==> src/rtl/tl_to_axi4.sv <==
// TileLink-UL manager port to AXI4 master bridge.
//
// Accepts single-beat Get / PutFullData / PutPartialData on TL channel A. Each
// one becomes a single-beat AXI4 read (AR/R) or write (AW/W/B), and the bridge
// answers with AccessAckData / AccessAck on TL channel D. Only one transaction
// is in flight at a time. Opcodes other than Get/Put, and sizes above
// MAX_SIZE, are answered locally with denied=1 and cause no AXI traffic.
//
// Ports:
//   clock, reset       single clock, synchronous active-high reset
//   auto_in_a_*        TL channel A (request) from the manager
//   auto_in_d_*        TL channel D (response) to the manager
//   auto_out_aw/w/b_*  AXI4 write address / data / response channels
//   auto_out_ar/r_*    AXI4 read address / data channels
module tl_to_axi4 #(
  parameter int unsigned AXI_ID   = 0,
  parameter int unsigned MAX_SIZE = 5
) (
  input  logic         clock,
  input  logic         reset,
  output logic         auto_in_a_ready,
  input  logic         auto_in_a_valid,
  input  logic [2:0]   auto_in_a_bits_opcode,
  input  logic [2:0]   auto_in_a_bits_size,
  input  logic [8:0]   auto_in_a_bits_source,
  input  logic [35:0]  auto_in_a_bits_address,
  input  logic [31:0]  auto_in_a_bits_mask,
  input  logic [255:0] auto_in_a_bits_data,
  input  logic         auto_in_d_ready,
  output logic         auto_in_d_valid,
  output logic [2:0]   auto_in_d_bits_opcode,
  output logic [2:0]   auto_in_d_bits_size,
  output logic [8:0]   auto_in_d_bits_source,
  output logic         auto_in_d_bits_denied,
  output logic [255:0] auto_in_d_bits_data,
  output logic         auto_in_d_bits_corrupt,
  input  logic         auto_out_aw_ready,
  output logic         auto_out_aw_valid,
  output logic [3:0]   auto_out_aw_bits_id,
  output logic [35:0]  auto_out_aw_bits_addr,
  output logic [7:0]   auto_out_aw_bits_len,
  output logic [2:0]   auto_out_aw_bits_size,
  input  logic         auto_out_w_ready,
  output logic         auto_out_w_valid,
  output logic [255:0] auto_out_w_bits_data,
  output logic [31:0]  auto_out_w_bits_strb,
  output logic         auto_out_w_bits_last,
  output logic         auto_out_b_ready,
  input  logic         auto_out_b_valid,
  input  logic [3:0]   auto_out_b_bits_id,
  input  logic [1:0]   auto_out_b_bits_resp,
  input  logic         auto_out_ar_ready,
  output logic         auto_out_ar_valid,
  output logic [3:0]   auto_out_ar_bits_id,
  output logic [35:0]  auto_out_ar_bits_addr,
  output logic [7:0]   auto_out_ar_bits_len,
  output logic [2:0]   auto_out_ar_bits_size,
  output logic         auto_out_r_ready,
  input  logic         auto_out_r_valid,
  input  logic [3:0]   auto_out_r_bits_id,
  input  logic [255:0] auto_out_r_bits_data,
  input  logic [1:0]   auto_out_r_bits_resp,
  input  logic         auto_out_r_bits_last
);

  localparam logic [2:0] OpPutFull    = 3'd0;
  localparam logic [2:0] OpPutPartial = 3'd1;
  localparam logic [2:0] OpGet        = 3'd4;

  typedef enum logic [2:0] {
    StIdle,
    StAr,
    StR,
    StWr,
    StB,
    StResp
  } state_e;

  state_e state_q, state_d;

  logic [2:0]   size_q, size_d;
  logic [8:0]   source_q, source_d;
  logic [35:0]  addr_q, addr_d;
  logic [31:0]  mask_q, mask_d;
  logic [255:0] wdata_q, wdata_d;
  logic [2:0]   d_opcode_q, d_opcode_d;
  logic         d_denied_q, d_denied_d;
  logic         d_corrupt_q, d_corrupt_d;
  logic [255:0] d_data_q, d_data_d;
  logic         aw_done_q, aw_done_d;
  logic         w_done_q, w_done_d;

  logic a_is_get, a_is_put, a_size_ok;

  // IDs are fixed and len is 0, so returned ids and r_last carry no information.
  logic unused_inputs;
  assign unused_inputs = ^{auto_out_b_bits_id, auto_out_r_bits_id, auto_out_r_bits_last};

  assign a_is_get  = (auto_in_a_bits_opcode == OpGet);
  assign a_is_put  = (auto_in_a_bits_opcode == OpPutFull) ||
                     (auto_in_a_bits_opcode == OpPutPartial);
  assign a_size_ok = ({29'd0, auto_in_a_bits_size} <= MAX_SIZE);

  always_comb begin
    state_d     = state_q;
    size_d      = size_q;
    source_d    = source_q;
    addr_d      = addr_q;
    mask_d      = mask_q;
    wdata_d     = wdata_q;
    d_opcode_d  = d_opcode_q;
    d_denied_d  = d_denied_q;
    d_corrupt_d = d_corrupt_q;
    d_data_d    = d_data_q;
    aw_done_d   = aw_done_q;
    w_done_d    = w_done_q;

    unique case (state_q)
      StIdle: begin
        if (auto_in_a_valid) begin
          size_d      = auto_in_a_bits_size;
          source_d    = auto_in_a_bits_source;
          addr_d      = auto_in_a_bits_address;
          mask_d      = auto_in_a_bits_mask;
          wdata_d     = auto_in_a_bits_data;
          d_data_d    = '0;
          aw_done_d   = 1'b0;
          w_done_d    = 1'b0;
          d_opcode_d  = a_is_get ? 3'd1 : 3'd0;
          d_denied_d  = 1'b0;
          d_corrupt_d = 1'b0;
          if (a_size_ok && a_is_get) begin
            state_d = StAr;
          end else if (a_size_ok && a_is_put) begin
            state_d = StWr;
          end else begin
            // Answered locally; a denied Get also flags its (empty) data corrupt.
            d_denied_d  = 1'b1;
            d_corrupt_d = a_is_get;
            state_d     = StResp;
          end
        end
      end
      StAr: begin
        if (auto_out_ar_ready) state_d = StR;
      end
      StR: begin
        if (auto_out_r_valid) begin
          d_data_d    = auto_out_r_bits_data;
          d_denied_d  = (auto_out_r_bits_resp != 2'b00);
          d_corrupt_d = (auto_out_r_bits_resp != 2'b00);
          d_opcode_d  = 3'd1;
          state_d     = StResp;
        end
      end
      StWr: begin
        // AW and W complete independently; leave once both have handshaken.
        aw_done_d = aw_done_q | auto_out_aw_ready;
        w_done_d  = w_done_q | auto_out_w_ready;
        if (aw_done_d && w_done_d) state_d = StB;
      end
      StB: begin
        if (auto_out_b_valid) begin
          d_data_d    = '0;
          d_denied_d  = (auto_out_b_bits_resp != 2'b00);
          d_corrupt_d = 1'b0;
          d_opcode_d  = 3'd0;
          state_d     = StResp;
        end
      end
      StResp: begin
        if (auto_in_d_ready) state_d = StIdle;
      end
      default: state_d = StIdle;
    endcase
  end

  always_ff @(posedge clock) begin
    if (reset) begin
      state_q     <= StIdle;
      size_q      <= '0;
      source_q    <= '0;
      addr_q      <= '0;
      mask_q      <= '0;
      wdata_q     <= '0;
      d_opcode_q  <= '0;
      d_denied_q  <= 1'b0;
      d_corrupt_q <= 1'b0;
      d_data_q    <= '0;
      aw_done_q   <= 1'b0;
      w_done_q    <= 1'b0;
    end else begin
      state_q     <= state_d;
      size_q      <= size_d;
      source_q    <= source_d;
      addr_q      <= addr_d;
      mask_q      <= mask_d;
      wdata_q     <= wdata_d;
      d_opcode_q  <= d_opcode_d;
      d_denied_q  <= d_denied_d;
      d_corrupt_q <= d_corrupt_d;
      d_data_q    <= d_data_d;
      aw_done_q   <= aw_done_d;
      w_done_q    <= w_done_d;
    end
  end

  // Gated by reset so nothing is offered or accepted while reset is held.
  assign auto_in_a_ready = (state_q == StIdle) && !reset;

  assign auto_in_d_valid        = (state_q == StResp);
  assign auto_in_d_bits_opcode  = d_opcode_q;
  assign auto_in_d_bits_size    = size_q;
  assign auto_in_d_bits_source  = source_q;
  assign auto_in_d_bits_denied  = d_denied_q;
  assign auto_in_d_bits_data    = d_data_q;
  assign auto_in_d_bits_corrupt = d_corrupt_q;

  assign auto_out_aw_valid     = (state_q == StWr) && !aw_done_q;
  assign auto_out_aw_bits_id   = 4'(AXI_ID);
  assign auto_out_aw_bits_addr = addr_q;
  assign auto_out_aw_bits_len  = 8'd0;
  assign auto_out_aw_bits_size = size_q;

  assign auto_out_w_valid     = (state_q == StWr) && !w_done_q;
  assign auto_out_w_bits_data = wdata_q;
  assign auto_out_w_bits_strb = mask_q;
  assign auto_out_w_bits_last = 1'b1;

  assign auto_out_b_ready = (state_q == StB);

  assign auto_out_ar_valid     = (state_q == StAr);
  assign auto_out_ar_bits_id   = 4'(AXI_ID);
  assign auto_out_ar_bits_addr = addr_q;
  assign auto_out_ar_bits_len  = 8'd0;
  assign auto_out_ar_bits_size = size_q;

  assign auto_out_r_ready = (state_q == StR);

endmodule

==> config.mk <==
export PLATFORM = sky130hd
export DESIGN_NAME = tl_to_axi4
export DESIGN_NICKNAME = d
export VERILOG_FILES = /design/src/rtl/tl_to_axi4.sv
export SDC_FILE = /design/constraint.sdc
export NUM_CORES = 1
export LEC_CHECK = 0
export CORE_AREA = 4 4 496 498
export CTS_BUF_LIST = sky130_fd_sc_hd__clkbuf_4 sky130_fd_sc_hd__clkbuf_8 sky130_fd_sc_hd__clkbuf_16
export DETAILED_ROUTE_END_ITERATION = 8
export DIE_AREA = 0 0 500 502
export SYNTH_ARGS = -nofsm -noshare
export SYNTH_HDL_FRONTEND = slang
export SYNTH_SLANG_ARGS = --single-unit
==> constraint.sdc <==
create_clock -name clock -period 2 [get_ports clock]
set_clock_uncertainty 0.15 [all_clocks]
set_input_delay 0.4 -clock clock [delete_from_list [all_inputs] [get_ports clock]]
set_output_delay 0.4 -clock clock [all_outputs]
set_load 0.02 [all_outputs]
# Word-level counts from Yosys, hierarchy flattened

Index checks and enable logic that the tools add are counted.

Register bits after elaboration: 602
Logic and storage cells: 80

Magnitude comparators: 1
Equality and inequality tests: 13
Mux-type cells: 32
Bitwise logic cells: 2
Reduce and logical (&&, ||, !) cells: 20

Operators with widths:

| operator                                                                 | count |
|---|---|
| 256-bit 2-to-1 mux                                                       | 3 |
| 256-bit one-hot mux with 3 select lines                                  | 1 |
| 3-bit 2-to-1 mux                                                         | 11 |
| 3-bit one-hot mux with 6 select lines                                    | 1 |
| 1-bit 2-to-1 mux                                                         | 11 |
| 3-bit == test (second input constant)                                    | 3 |
| 3-bit one-hot mux with 3 select lines                                    | 1 |
| 2-bit inequality test (second input constant)                            | 4 |
| 3-bit by 1-bit == test with 1-bit output (second input constant)         | 2 |
| 3-bit by 2-bit == test with 1-bit output (second input constant)         | 2 |
| 1-bit logical AND                                                        | 6 |
| 3-bit zero test                                                          | 2 |
| 1-bit one-hot mux with 3 select lines                                    | 2 |
| 6-bit AND reduction                                                      | 1 |
| 2-bit nonzero test                                                       | 3 |
| 2-bit by 1-bit inequality test with 1-bit output (second input constant) | 2 |
| 1-bit one-hot mux with 2 select lines                                    | 2 |
| 2-bit AND reduction                                                      | 2 |
| 4-bit AND reduction                                                      | 1 |
| 3-bit <= comparator (second input constant)                              | 1 |
| 1-bit zero test                                                          | 3 |
| 3-bit nonzero test                                                       | 1 |
| 1-bit OR                                                                 | 2 |
| 1-bit logical OR                                                         | 1 |

# Logic depth before layout (Yosys ltp)

Gate-level depths: netlist (run 1).

Word-level depth: 7
Gate-level depth with buffers: 9
Mapped depth without buffers: 4

# Worst setup path after synthesis (run 1)

OpenSTA, ideal clock, no wires.

Path kind: input to output
Start: input port reset
End: output port auto_in_a_ready
Data arrival time: 1.612 ns
Data required time: 1.450 ns
Setup slack: -0.162 ns
Stages on the path: 4
Cell sequence: clkbuf_1 -> clkbuf_1 -> clkbuf_1 -> nor4_1

Cells in the longest elaborated chain, start to end: 2

RTL lines:

| item               | line | RTL |
|---|---|---|
| start: declaration | 20   | `input logic reset,` |
| 1-bit zero test    | 209  | `assign auto_in_a_ready = (state_q == StIdle) && !reset;` |
| 1-bit logical AND  | 209  |  |
| end: declaration   | 21   | `output logic auto_in_a_ready,` |

No other way between the ends.

# Worst setup path after layout (run 1)

Start: register state_q[1]
End: output port auto_in_d_valid

Cells in the longest elaborated chain, start to end: 1

RTL lines:

| item                     | line | RTL |
|---|---|---|
| start: declaration       | 79   | `state_e state_q, state_d;` |
| start signal: assignment | 180  | `state_q <= StIdle;` |
| start signal: assignment | 193  | `state_q <= state_d;` |
| 3-bit == test            | 211  | `assign auto_in_d_valid = (state_q == StResp);` |
| end: declaration         | 30   | `output logic auto_in_d_valid,` |

No other way between the ends.

==> key figures, run 1 <==
Power and ir drop
  – Leak: about 17 nW
  – Overall power: a little under 0.06 W
  – VDD IR max: roughly 0.8 mV
  – PwrDens: 1304 mW/mm^2

Synth
  – #FFs+latches synth: 600
  – Synth cell count leaders: nand2_1 (932), dfxtp_1 (600), o21ai_0 (505)
  – Synth async-reset ratio: 0%
  – EDFF count, synth: 0
  – Multiplexer share of the synthesized area: 0.04286%
  – Synth area leaders: dfxtp_1 (51%), nand2_1 (15%), o21ai_0 (11%), a21oi_1 (7.2%), nor2b_1 (7.0%)
  – Sequential element share of the synthesized area: between 50 and 60%
  – Largest family of logic cells by synthesized area: simple AND/OR/NAND/NOR gates
  – Leading area contributor after synthesis: dfxtp_1
  – Yosys cell types: between 40 and 50
  – Synth Cell Area: between 0.02 and 0.025 sq mm
  – Prevailing post-synth register cell: dfxtp_1
  – Warnings, synthesis: 0
  – Synth Area in Adders: 0%
  – Most common cell in the netlist: nand2_1
  – Synth Area in Compound Gates: approximately a fifth
  – Synth Area per Inst: 7.726 sq um
  – Simple-gate area share of the yosys netlist: 22.60%
  – Synth Instances: between 3000 and 4000
  – Post-synthesis xor/xnor area fraction: 0%
  – Synth top area share: between 50% and 60%

Timing
  – Setup ws final: -297.7 ps
  – Rel. slew slack: 34.82%
  – Fin crit period: 2298 ps
  – Setup TNS: -22260 ps
  – Least-Margin Pin Slew: roughly 980 ps
  – Peak Freq: 435.2 MHz
  – Fraction of the cycle the final worst path needs: 114.9%
  – Max-slew violations: 0
  – Final hold violation count: 0
  – Unrepaired setup endpoints after global routing: true
  – Final setup viols: ~250

Global routing
  – Largest net degree at the start of global routing: 121
  – First-pass GRT wire length: roughly 260 mm
  – Global route total overflow: 0
  – Vias in the first global route: between 20000 and 30000
  – Initial antenna violation count: 221
  – Total track usage: roughly 16%

Clock network
  – Root buffer cell: clkbuf_16
  – CTS tree: yes
  – Total CTS buffers: 79
  – Worst-Skew Late Latency: approximately 700 ps
  – CTS HTree Levels: 3
  – Max Buffers Root-to-Sink: 3
  – Clock Pin Slew Worst Setup and Hold Paths: around 60 ps
  – CTS Sinks: 600

Finish
  – Layout cells sized above 1: about 24%
  – Final #Nets: 4984
  – Layout area overhead: 93.11%
  – Final Util: about a fifth

Place
  – Final GP Congestion: approximately 0.91
  – I/O Buffers: approximately 1300
  – Post-DP HPWL: about 170 mm
  – Dpl ws: -646.1 ps

Run status
  – Run status: finished with violations
  – Failing checks: negative setup slack

Critical path
  – CP Capture Type: primary output
  – Data required, critical path: around 1500 ps
  – Kind of critical path: reg2out
  – Worst R2R Path Depth: 10
  – WP data arrival: roughly 1800 ps
  – Crit path max fanout: 5
  – Type of origin of the critical path: flop

Drt
  – Routed wire per std cell: about 30 um
  – DRT iter0 DRCs: 2542
  – WL final: about 230 mm
  – DR vias/cell: around 3.7
  – Via count: approximately 28000
  – Drt first pass iters: 6
  – Routed Antenna Nets: 0
  – # DRC: 0

Floorplan
  – Ports: 1288
  – Vert. Die Dim: ~500 um
  – Row cnt: 181
  – Starting Density: under 10%
  – Die area: 0.2510 sq mm
  – Core area: approximately 0.24 sq mm
  – Die span in x: roughly 500 um

Worst hold path
  – HP Class: in2reg
  – Hold path depth: 3

Flow run
  – Max-cap check violation count: 0
==> report_power, final <==
group	leakage (nW)	internal, W	switching [W]
clock network	1.39	0.00928	0.00637
registers	4.89	0.0138	0.00123
logic	10.6	0.0114	0.0167
==> path summary, 6_finish.rpt <==
path,from,to,slack [ps]
worst min-delay path,auto_out_r_bits_data[153],auto_in_d_bits_data[153],90
worst max-delay path,state_q[1],auto_in_d_valid,-300
worst max register to register,state_q[1],auto_in_d_bits_data[211],-190
worst min register to register,auto_out_w_bits_data[139],auto_out_w_bits_data[139],300
==> kinds of logic (layout without fill, tap and decap cells) <==
group / count (synthesis) / count (layout)
and+or+nand+nor: 1218 / 1218
AOI/OAI and AO/OA: 872 / 872
DFF: 600 / 600
buffers and inverters: 330 / 1711
other: 2 / 88
muxes: 1 / 1
==> timing repair <==
action,in CTS,in global routing
setup buffers,10,50
resized for setup,1682,311
endpoints found under the hold margin,89,0
pin swaps,6,41
cloned,4,72
setup endpoints to repair,719,342
hold buffers,67,0
==> final cells by class <==
class	instances	area, sq um
tap	3202	4006
clock inverter	36	533.0
clock buffer	107	2287
timing repair buffer	1566	15890
antenna	61	152.6
inverter	2	8.758
sequential	600	12060
multi-input combinational	2118	10170
fill	26920	197000
==> worst max-delay path, stage by stage (launching register included) <==
cell and delay, ps:
dfxtp_4 380, and2b_2 240, buf_6 140, and2_4 160, buf_12 120
==> through the flow <==
| step | hold slack (ps) | cells | instance area (sq um) |
|---|---|---|---|
| after global routing | 16.31 | 7655 | 45010 |
| after global placement | 291.6 | 7286 | 39300 |
| after CTS | 0.1739 | 7510 | 42300 |
| after detailed placement | 297.6 | 7286 | 39300 |
| after floorplan | 338.7 | 3048 | 23460 |
| final | 91.96 | 7692 | 45100 |
==> cells in the final DEF (no fill, tap or decap), types with 5 or more instances in the layout <==
| cell | Yosys | final |
|---|---|---|
| nand2_1 | 932 | 929 |
| clkdlybuf4s50_1 | 0 | 606 |
| dfxtp_1 | 600 | 575 |
| o21ai_0 | 505 | 357 |
| a21oi_1 | 337 | 336 |
| nor2b_1 | 260 | 259 |
| buf_4 | 70 | 259 |
| buf_2 | 70 | 213 |
| clkdlybuf4s15_2 | 0 | 170 |
| clkbuf_16 | 0 | 126 |
| o21ai_1 | 15 | 99 |
| buf_12 | 0 | 67 |
| dlygate4sd3_1 | 0 | 67 |
| o21ai_2 | 0 | 62 |
| clkdlybuf4s15_1 | 0 | 62 |
| diode_2 | 0 | 61 |
| conb_1 | 2 | 27 |
| buf_6 | 2 | 24 |
| dfxtp_2 | 0 | 19 |
| buf_16 | 0 | 18 |
| clkbuf_8 | 0 | 16 |
| clkinv_2 | 0 | 13 |
| clkbuf_2 | 19 | 13 |
| clkbuf_4 | 0 | 12 |
| dlygate4sd2_1 | 0 | 10 |
| bufinv_16 | 0 | 9 |
| buf_8 | 0 | 9 |
| nor2_1 | 9 | 6 |
| dfxtp_4 | 0 | 6 |
| clkinvlp_4 | 0 | 5 |
==> flip-flops by register name (all words and copies together) (netlist names) <==
register	flops
auto_in_d_bits_corrupt	1
auto_in_d_bits_data	256
auto_in_d_bits_denied	1
auto_in_d_bits_opcode	1
auto_in_d_bits_size	3
auto_in_d_bits_source	9
auto_out_ar_bits_addr	36
auto_out_w_bits_data	256
auto_out_w_bits_strb	32
aw_done_q	1
state_q	3
w_done_q	1
==> routing by layer <==
metal  GRT usage, %  vias up  share of wire (%)
li1               -    12550                  -
met1          17.45    13320                 38
met2          23.08     1898                 42
met5              0        -               0.30
met3          9.880      497                 14
met4          7.979      106                6.0
No activity file was read; power rests on OpenSTA's default activity.
==> run 2: changes to the inputs <==
Settings changed: ABC_AREA set to 1, CORE_AREA 4 4 496 498 to 4 4 499 501, DIE_AREA 0 0 500 502 to 0 0 503 505.
==> key figures, run 2 <==
Synth
  – Synth Instances: 2802 (was 3023)
  – EDFF count, synth: 0 (unchanged)
  – Synth area leaders: dfxtp_1 (54%), a21oi_1 (13%), nand3_1 (13%), nand2_1 (10%), buf_4 (2.9%) (was dfxtp_1 (51%), nand2_1 (15%), o21ai_0 (11%), a21oi_1 (7.2%), nor2b_1 (7.0%))
  – Synth async-reset ratio: 0% (unchanged)
  – Sequential element share of the synthesized area: 53.91% (was 51.43%)
  – #FFs+latches synth: 600 (unchanged)
  – Prevailing post-synth register cell: dfxtp_1 (unchanged)
  – Synth Area per Inst: 7.952 sq um (was 7.726 sq um)
  – Yosys cell types: 21 (was 41)
  – Leading area contributor after synthesis: dfxtp_1 (unchanged)
  – Synth Cell Area: 0.02228 sq mm (was 0.02336 sq mm)
  – Most common cell in the netlist: nand2_1 (unchanged)
  – Synth cell count leaders: nand2_1 (620), dfxtp_1 (600), a21oi_1 (599) (was nand2_1 (932), dfxtp_1 (600), o21ai_0 (505))
  – Synth top area share: 53.91% (was 51.43%)
  – Warnings, synthesis: 0 (unchanged)

Drt
  – DR vias/cell: 3.694 (was 3.689)
  – # DRC: 0 (unchanged)
  – Routed Antenna Nets: 0 (unchanged)
  – Routed wire per std cell: 29.46 um (was 29.40 um)
  – DRT iter0 DRCs: 2262 (was 2542)
  – Via count: 27480 (was 28370)
  – Drt first pass iters: 7 (was 6)
  – WL final: 219.2 mm (was 226.2 mm)

Power and ir drop
  – Sw Ratio: 42.94% (was 41.35%)
  – Part of the power in registers: 22.2% (was 25.5%)
  – PwrDens: 1521 mW/mm^2 (was 1304 mW/mm^2)
  – Clock network fraction of design power: 21.6% (was 26.6%)
  – Internal power: 0.03910 W (was 0.03450 W)
  – Switching power: 0.02943 W (was 0.02433 W)
  – Combinational share of power: 56.3% (was 47.9%)
  – Leak: 16.34 nW (was 16.91 nW)
  – VDD IR max: 0.7043 mV (was 0.8013 mV)

Floorplan
  – Die span in x: 503 um (was 500 um)
  – Row cnt: 182 (was 181)
  – Starting Density: 9.102% (was 9.648%)
  – Ports: 1288 (unchanged)
  – Die area: 0.2540 sq mm (was 0.2510 sq mm)
  – Vert. Die Dim: 505 um (was 502 um)
  – Core area: 0.2448 sq mm (was 0.2421 sq mm)

Place
  – Final GP Congestion: 0.9265 (was 0.9116)
  – Post-DP HPWL: 163.1 mm (was 174.9 mm)
  – Placed cell count: 7082 (was 7286)
  – I/O Buffers: 1251 (unchanged)

Clock network
  – CTS Sinks: 600 (unchanged)
  – Total CTS buffers: 78 (was 79)
  – CTS HTree Levels: 3 (unchanged)
  – Root buffer cell: clkbuf_16 (unchanged)
  – CTS tree: yes (unchanged)
  – Worst-Skew Late Latency: 720 ps (was 700 ps)
  – Max Buffers Root-to-Sink: 3 (unchanged)
  – Clock Pin Slew Worst Setup and Hold Paths: 60 ps (about the same)

Critical path
  – Worst R2R Start: state_q[1] (unchanged)
  – Worst R2R Path Depth: 13 (was 10)
  – WP data arrival: 1760 ps (was 1750 ps)
  – Kind of critical path: reg2out (unchanged)
  – CP Capture Type: primary output (unchanged)
  – Data required, critical path: 1450 ps (about the same)
  – Type of origin of the critical path: flop (unchanged)
  – Crit path max fanout: 3 (was 5)
  – R2R Setup Slk: -280 ps (was -190 ps)
  – Reg-to-reg critical path endpoint: auto_in_d_bits_data[115] (was auto_in_d_bits_data[211])

Flow run
  – Max-cap check violation count: 0 (unchanged)

Global routing
  – Largest net degree at the start of global routing: 104 (was 121)
  – Initial antenna violation count: 199 (was 221)
  – Global route total overflow: 0 (unchanged)
  – First-pass GRT wire length: 256.8 mm (was 259.6 mm)
  – Total track usage: 15.24% (was 15.68%)
  – Vias in the first global route: 25980 (was 26140)

Timing
  – Least-Margin Pin Slew: 667.8 ps (was 977.7 ps)
  – Max-slew violations: 0 (unchanged)
  – Setup ws final: -305.5 ps (was -297.7 ps)
  – Rel. slew slack: 55.48% (was 34.82%)
  – Fraction of the cycle the final worst path needs: 115.3% (was 114.9%)
  – Unrepaired setup endpoints after global routing: true (unchanged)
  – Peak Freq: 433.7 MHz (was 435.2 MHz)
  – Fin crit period: 2306 ps (was 2298 ps)
  – Final setup viols: 383 (was 253)
  – Final hold violation count: 0 (unchanged)

Worst hold path
  – HP Class: in2reg (unchanged)
  – Hold-critical path endpoint: auto_in_d_bits_data[192] (was auto_in_d_bits_data[153])
  – Hold path depth: 3 (unchanged)
  – Source of the worst hold timing path: reset (was auto_out_r_bits_data[153])

Run status
  – Failing checks: negative setup slack (unchanged)
  – Run status: finished with violations (unchanged)

Finish
  – Layout cells sized above 1: 29.22% (was 24.23%)
  – Layout area overhead: 102.2% (was 93.11%)
  – Final Non-Filler Cells: 7441 (was 7692)
  – Most frequent cells in the layout: clkdlybuf4s50_1 (605), dfxtp_1 (582), nand3_1 (563), nand2_1 (538), a21oi_1 (493) (was nand2_1 (929), clkdlybuf4s50_1 (606), dfxtp_1 (575), o21ai_0 (357), a21oi_1 (336))
  – Filler cell count: 27100 (was 26920)
  – Final #Nets: 4726 (was 4984)
  – Final Util: 18.40% (was 18.63%)
  – Most common cell after layout, fill and taps aside: clkdlybuf4s50_1 (was nand2_1)
-- run 2: cell count changes in the layout (fill, tap and decap cells not counted), sizes merged, moves of 5 or more --
| cell | delta |
|---|---|
| dlygate4sd3 | -66 |
| buf | -18 |
| nand2 | -309 |
| o21ai | -512 |
| clkbuf | -23 |
| clkdlybuf4s15 | +61 |
| diode | -5 |
| nor2 | +9 |
| dlygate4sd2 | +11 |
| a21oi | +262 |
| inv | +16 |
| bufinv | -6 |
| nor2b | -260 |
| nand3 | +596 |
-- run 2: routing by layer --
metal | vias up | global-route usage [%] | wire, um
met5 | - | 0 | 940
met4 | 150 | 7.835 | 11980
met3 | 506 | 11.33 | 35490
met2 | 1655 | 23.33 | 97560
met1 | 13060 | 15.13 | 73260
li1 | 12110 | - | -
-- run 2: how the worst max path moves through the flow --
| stage | startpoint | to | slack [ps] | depth (start not counted) |
|---|---|---|---|---|
| final | state_q[1] | auto_out_aw_valid | -310 | 7 |
| after global routing | state_q[0] | auto_out_r_ready | -410 | 6 |
| after CTS | state_q[1] | auto_out_aw_valid | -440 | 7 |
| after detailed placement | auto_out_r_valid | auto_in_d_bits_data[160] | -430 | 7 |
| after global placement | auto_out_r_valid | auto_in_d_bits_data[62] | -400 | 8 |
| after floorplan | reset | auto_in_a_ready | 190 | 4 |
-- run 2: cell type report --
class / instances / area (sq um) / area share, %
Clock inverter: 30 / 392.9 / 0.8721
Timing Repair Buffer: 1534 / 16450 / 36.52
Inverter: 18 / 95.09 / 0.2111
Antenna cell: 56 / 140.1 / 0.3111
Clock buffer: 106 / 2237 / 4.966
Multi-Input combinational cell: 1877 / 9657 / 21.44
Tap cell: 3220 / 4029 / 8.944
Sequential cell: 600 / 12050 / 26.74
-- run 2: critical path, cell delays in order, from the launching register on --
cell,delay [ps]
dfxtp_2,360
buf_6,130
nand2_4,50
nor2_4,100
inv_2,50
buf_6,110
nor2_4,100
buf_12,130
-- run 2: logic make-up after synthesis --
family,synth area share [%]
simple gates,24.44
compound gates,13.63
other cells,0.03370
flops,53.91
buf+inv,7.990
-- run 2: timing repair --
action / CTS / global route
setup buffers: 43 / 34
endpoints found under the hold margin: 13 / 0
pin swaps: 68 / 36
gates resized for setup: 1940 / 299
hold buffers: 1 / 0
setup endpoints to repair: 882 / 648
gates cloned: 32 / 58
-- run 2: power groups by stage --
stage	registers (W)	logic [W]	clock network (W)
2_1_floorplan	0.0173	0.00924	0
6_report	0.0152	0.0386	0.0148
4_1_cts	0.0151	0.0308	0.0153
5_1_grt	0.0154	0.0401	0.0157
3_5_place_dp	0.0153	0.0236	0
3_3_place_gp	0.0152	0.0235	0
-- run 2: metrics by stage --
stage | power [W] | setup slack (ps) | cell area, sq um | hold WS (ps) | TNS, ps
floorplan | 0.02653 | 185.8 | 22380 | 303.4 | 0
global placement | 0.03871 | -398.5 | 38390 | 298.2 | -78240
detailed placement | 0.03888 | -425.8 | 38390 | 303.3 | -82100
CTS | 0.06117 | -444.8 | 42260 | 3.866 | -37060
global route | 0.07123 | -411.4 | 44990 | 43.97 | -75930
finish | 0.06854 | -305.5 | 45050 | 93.10 | -39310
